## src/rtl/pc_fetch_ctrl.sv

```systemverilog
// pc_fetch_ctrl: PC owner and single-outstanding instruction fetch sequencer
module pc_add2 #(
  parameter int W = 32
) (
  input  logic [W-1:0] a_i,
  input  logic [W-1:0] b_i,
  output logic [W-1:0] y_o
);
  assign y_o = a_i + b_i;
endmodule

module pc_fetch_ctrl #(
  parameter int                   DATAWIDTH = 32,
  parameter logic [DATAWIDTH-1:0] RESET_PC  = '0,
  parameter int                   INC       = 4
) (
  input  logic                 clk,
  input  logic                 rst_n,
  input  logic                 redirect_valid_i,
  input  logic [DATAWIDTH-1:0] redirect_target_i,
  output logic                 imem_req_o,
  output logic [DATAWIDTH-1:0] imem_addr_o,
  input  logic                 imem_gnt_i,
  input  logic                 imem_rvalid_i,
  input  logic [DATAWIDTH-1:0] imem_rdata_i,
  output logic                 if_valid_o,
  output logic [DATAWIDTH-1:0] if_pc_o,
  output logic [DATAWIDTH-1:0] if_instr_o,
  input  logic                 if_ready_i
);
  typedef enum logic [1:0] {IDLE, REQ, WAIT, OUT} state_e;
  state_e               state_q;
  logic                 drop_q;
  logic [DATAWIDTH-1:0] pc_q, pc_d, pc_inc, redir_pc, if_pc_q, if_instr_q;
  pc_add2 #(.W(DATAWIDTH)) u_add (
    .a_i(pc_q),
    .b_i(DATAWIDTH'(INC)),
    .y_o(pc_inc)
  );
  assign redir_pc    = {redirect_target_i[DATAWIDTH-1:2], 2'b00};
  assign imem_req_o  = state_q == REQ;
  assign imem_addr_o = pc_q;
  assign if_valid_o  = state_q == OUT;
  assign if_pc_o     = if_pc_q;
  assign if_instr_o  = if_instr_q;
  // redirect wins over sequential advance; IDLE ignores redirects
  always_comb begin
    pc_d = (redirect_valid_i && state_q != IDLE) ? redir_pc :
           (state_q == OUT && if_ready_i)        ? pc_inc   : pc_q;
  end
  // fetch FSM: a redirect racing an accepted request marks its response for dropping
  always_ff @(posedge clk or negedge rst_n) begin
    if (!rst_n) begin
      state_q    <= IDLE;
      pc_q       <= RESET_PC;
      drop_q     <= 1'b0;
      if_pc_q    <= '0;
      if_instr_q <= '0;
    end else begin
      pc_q <= pc_d;
      case (state_q)
        IDLE: state_q <= REQ;
        REQ: if (imem_gnt_i) begin
          state_q <= WAIT;
          drop_q  <= redirect_valid_i;
        end
        WAIT: if (imem_rvalid_i) begin
          drop_q <= 1'b0;
          if (drop_q || redirect_valid_i) state_q <= REQ;
          else begin
            state_q    <= OUT;
            if_pc_q    <= pc_q;
            if_instr_q <= imem_rdata_i;
          end
        end else if (redirect_valid_i) drop_q <= 1'b1;
        OUT: if (redirect_valid_i || if_ready_i) state_q <= REQ;
        default: state_q <= IDLE;
      endcase
    end
  end
endmodule
```

## config.mk

```make
export PLATFORM = sky130hd
export DESIGN_NAME = pc_fetch_ctrl
export DESIGN_NICKNAME = d
export VERILOG_FILES = /design/src/rtl/pc_fetch_ctrl.sv
export SDC_FILE = /design/constraint.sdc
export NUM_CORES = 1
export LEC_CHECK = 0
export ABC_AREA = 1
export CAP_MARGIN = 20
export CORE_MARGIN = 4
export CORE_UTILIZATION = 46
export DETAILED_ROUTE_END_ITERATION = 10
export PLACE_DENSITY = 0.84
export SYNTH_ARGS = -nofsm -noshare
export SYNTH_HDL_FRONTEND = slang
export SYNTH_SLANG_ARGS = --single-unit
```

## constraint.sdc

```tcl
create_clock -name clk -period 1.9 [get_ports clk]
set_clock_uncertainty 0.2 [all_clocks]
set_input_delay 0.475 -clock clk [delete_from_list [all_inputs] [get_ports clk]]
set_output_delay 0.475 -clock clk [all_outputs]
set_load 0.02 [all_outputs]
```

==> qor.txt <==
Leak -> 0.00364 µW
Drt drc -> 0
Net Switching -> 5250 µW
Crit path max fanout -> 3
YS warnings -> 0
Mapped Cells -> 577
Syn avg cell area -> 8.49 µm²
Wire length per cell -> 15.6 µm
Placed inst area -> 0.00694 mm²
Switching fraction of total power -> 0.466
1st-iter DRT viols -> 296
CP Class -> reg -> out
Clock tree buffer depth -> 2
First-pass DRT Iterations -> 5
Routability cong. -> 0.919
Final critical-path required period -> 1.93 ns
Vias per inst -> 5.09
Hold Vio Cnt, Final -> 0
Hpwl dp -> 10.9 mm
Seq/Total Area, Yosys -> 0.485
Area share of the leading cell type in the synthesized netlist -> 0.485
Core Util, Final -> 0.696
Core Region -> 0.0104 mm²
Clock power share -> 0.117
Int Pwr -> 6020 µW
Fin crit share -> 1.02
Req. time, crit path -> 1.22 ns
H-tree levels -> 3
Worst skew pair latency -> 0.38 ns
NumNets Final -> 858
Fin Hold WS -> 0.283 ns
Clock-pin transition on the worst setup and hold timing paths -> 0.10 ns
PD cells -> 1560 mW/mm²
Antenna Cells -> 0
Fin worst setup slack -> -0.0347 ns
IO Port Bufs -> 161
I/O Pins -> 168
Die area -> 0.0124 mm²
Min-Delay Path Class -> reg -> reg
CTS tree -> done
Vias in the first global route -> 4829
Post-DRT Antenna Nets -> 0
CP Launch Type -> flop
Cells taking the most area after synthesis -> dfrtp_1, nand2_1, mux2_2, inv_1, o21ai_0
Area delta synth->final -> 47.4%
Initial core utilization -> 0.472
Outcome -> finished, violations left
Filler cells -> 829
Setup TNS -> -0.0585 ns
Final slew viol count -> 0
Via count -> 4701
Row count -> 37
Max Clk Rate -> 517 MHz
Yosys top cell by area -> dfrtp_1
Critical path endpoint category -> primary output
Clk sinks -> 95
Layout Cells excl Fill -> 924
Post-Syn Area -> 0.00490 mm²
Gr ovfl total -> 0
RSZ-0062 raised after global routing -> yes
Num CTS Buffers -> 9
Initial antenna violation count -> 0
Die H -> 111 µm
Die X -> 111 µm
Seq cells post-synth -> 95
Clk root buf -> clkbuf_8
Peak VDD IR -> 0.000777 V
Synth unique cells -> 33
Failing checks -> setup timing
Largest net degree at the start of global routing -> 33
Max Cap Violations -> 0
Total Routing Usage GR -> 0.233
First-pass GRT wire length -> 23.7 mm
WP data arrival -> 1.26 ns
Final setup fails -> 2
Routed WL -> 14.4 mm
Dpl cells -> 898
Layout cell share with drive strength beyond 1 -> 0.206
Seq pwr share -> 0.310
Final instance area -> 0.00722 mm²
Combinational power share -> 0.573
==> worst max-delay path: stages, from the launching register on <==
cell	delay, ns
dfrtp_1	0.42
buf_4	0.15
ha_2	0.18
buf_6	0.13
==> cell usage in the layout (no fill, tap or decap), types with 2 or more instances in the layout <==
| master | instances |
|---|---|
| dlygate4sd2_1 | 89 |
| o22ai_1 | 5 |
| inv_6 | 2 |
| conb_1 | 4 |
| o211ai_1 | 4 |
| inv_8 | 2 |
| buf_4 | 42 |
| inv_4 | 2 |
| nand2_1 | 160 |
| a21oi_1 | 5 |
| inv_1 | 59 |
| mux2_2 | 37 |
| ha_2 | 4 |
| dfrtp_1 | 95 |
| clkbuf_8 | 9 |
| nor2_2 | 8 |
| o21ai_0 | 37 |
| nand2_4 | 2 |
| nor2_4 | 13 |
| buf_12 | 6 |
| buf_6 | 9 |
| clkinvlp_4 | 4 |
| nand2_2 | 9 |
| nand3_1 | 35 |
| a31oi_1 | 4 |
| inv_2 | 3 |
| clkdlybuf4s50_1 | 66 |
| a211oi_2 | 2 |
| nor2_1 | 39 |
| o21ai_1 | 15 |
| clkbuf_2 | 2 |
==> cell usage after synthesis <==
cell type and number:
nor2_4 6, nand2_1 162, a31oi_1 4, o31ai_1 1, o211ai_1 4, nand3b_1 1
a41oi_1 1, o22ai_1 5, nand4_1 1, nor3_1 2, nand3_4 1, buf_2 10
nand2_2 8, conb_1 1, ha_1 5, nand3_1 36, o21ai_0 46, nor2_2 10
inv_2 2, and2_1 1, a211oi_1 2, mux2_2 37, buf_4 5, nand2_4 1
a21oi_1 5, buf_6 6, dfrtp_1 95, o32ai_1 1, nor2_1 44, nor2_8 1
inv_1 63, o21ai_1 7, clkbuf_1 3
==> metal layers <==
layer  vias up  wire length, µm  GRT usage
li1       2260                -          -
met1      2212             6050      0.301
met2       202             7020      0.392
met3        27              965     0.0398
met4         0              339     0.0892
met5         -                0          0
==> flip-flops by register name, summed over array words and instances, names as in the netlist <==
signal,flops
drop_q,1
imem_addr_o,30
state_q,2
if_pc_o,30
if_instr_o,32
==> timing repair <==
action	in CTS	in global routing
setup endpoints to repair	101	86
resized for setup	109	49
hold buffers	1	0
pin swaps	0	2
setup buffers	2	8
hold endpoints to repair	29	0
==> through the flow <==
step / worst slack [ns] / total power (µW)
3_3_place_gp: -0.256 / 10100
5_1_grt: -0.0752 / 12100
4_1_cts: -0.0733 / 11000
6_report: -0.0347 / 11300
3_5_place_dp: -0.255 / 10300
2_1_floorplan: 0.166 / 7060
==> power by group through the flow <==
| stage | combinational (µW) | sequential, µW | clock [µW] |
|---|---|---|---|
| CTS | 6180 | 3490 | 1350 |
| finish | 6460 | 3490 | 1320 |
| floorplan | 2360 | 4700 | 0 |
| global route | 7000 | 3620 | 1440 |
| global placement | 6580 | 3510 | 0 |
| detailed placement | 6720 | 3560 | 0 |
==> final timing paths <==
path                       depth (start not counted)               startpoint                          end  slack (ns)
setup / recovery                                   3   state_q[0]$_DFFE_PN0P_                   imem_req_o       -0.03
hold / removal                                     2  if_pc_o[17]$_DFFE_PN0P_      if_pc_o[17]$_DFFE_PN0P_        0.28
setup reg to reg                                  11   state_q[1]$_DFFE_PN0P_   imem_addr_o[8]$_DFFE_PN0P_        0.01
hold reg to reg                                    2  if_pc_o[17]$_DFFE_PN0P_      if_pc_o[17]$_DFFE_PN0P_        0.28
max in group asynchronous                          3                    rst_n   imem_addr_o[9]$_DFFE_PN0P_        0.58
min in group asynchronous                          2                    rst_n  imem_addr_o[24]$_DFFE_PN0P_        0.38
==> final cells by class <==
type | instances | area [µm²] | share of cell area
sequential | 95 | 2380 | 0.329
clock inverter | 7 | 62.6 | 0.00866
timing repair buffer | 216 | 2010 | 0.278
tap | 136 | 170 | 0.0236
inverter | 65 | 253 | 0.0350
clock buffer | 9 | 124 | 0.0172
multi-input combinational | 396 | 2230 | 0.308
==> logic make-up after synthesis <==
group	share of synthesized area
AND/OR/NAND/NOR	0.247
flip-flops	0.485
multiplexers	0.0850
other	0.000765
adder cells (fa/ha/maj)	0.0128
buffers and inverters	0.0838
AO/OA/AOI/OAI	0.0850
Note: power is estimated with default switching activity, not from simulation.
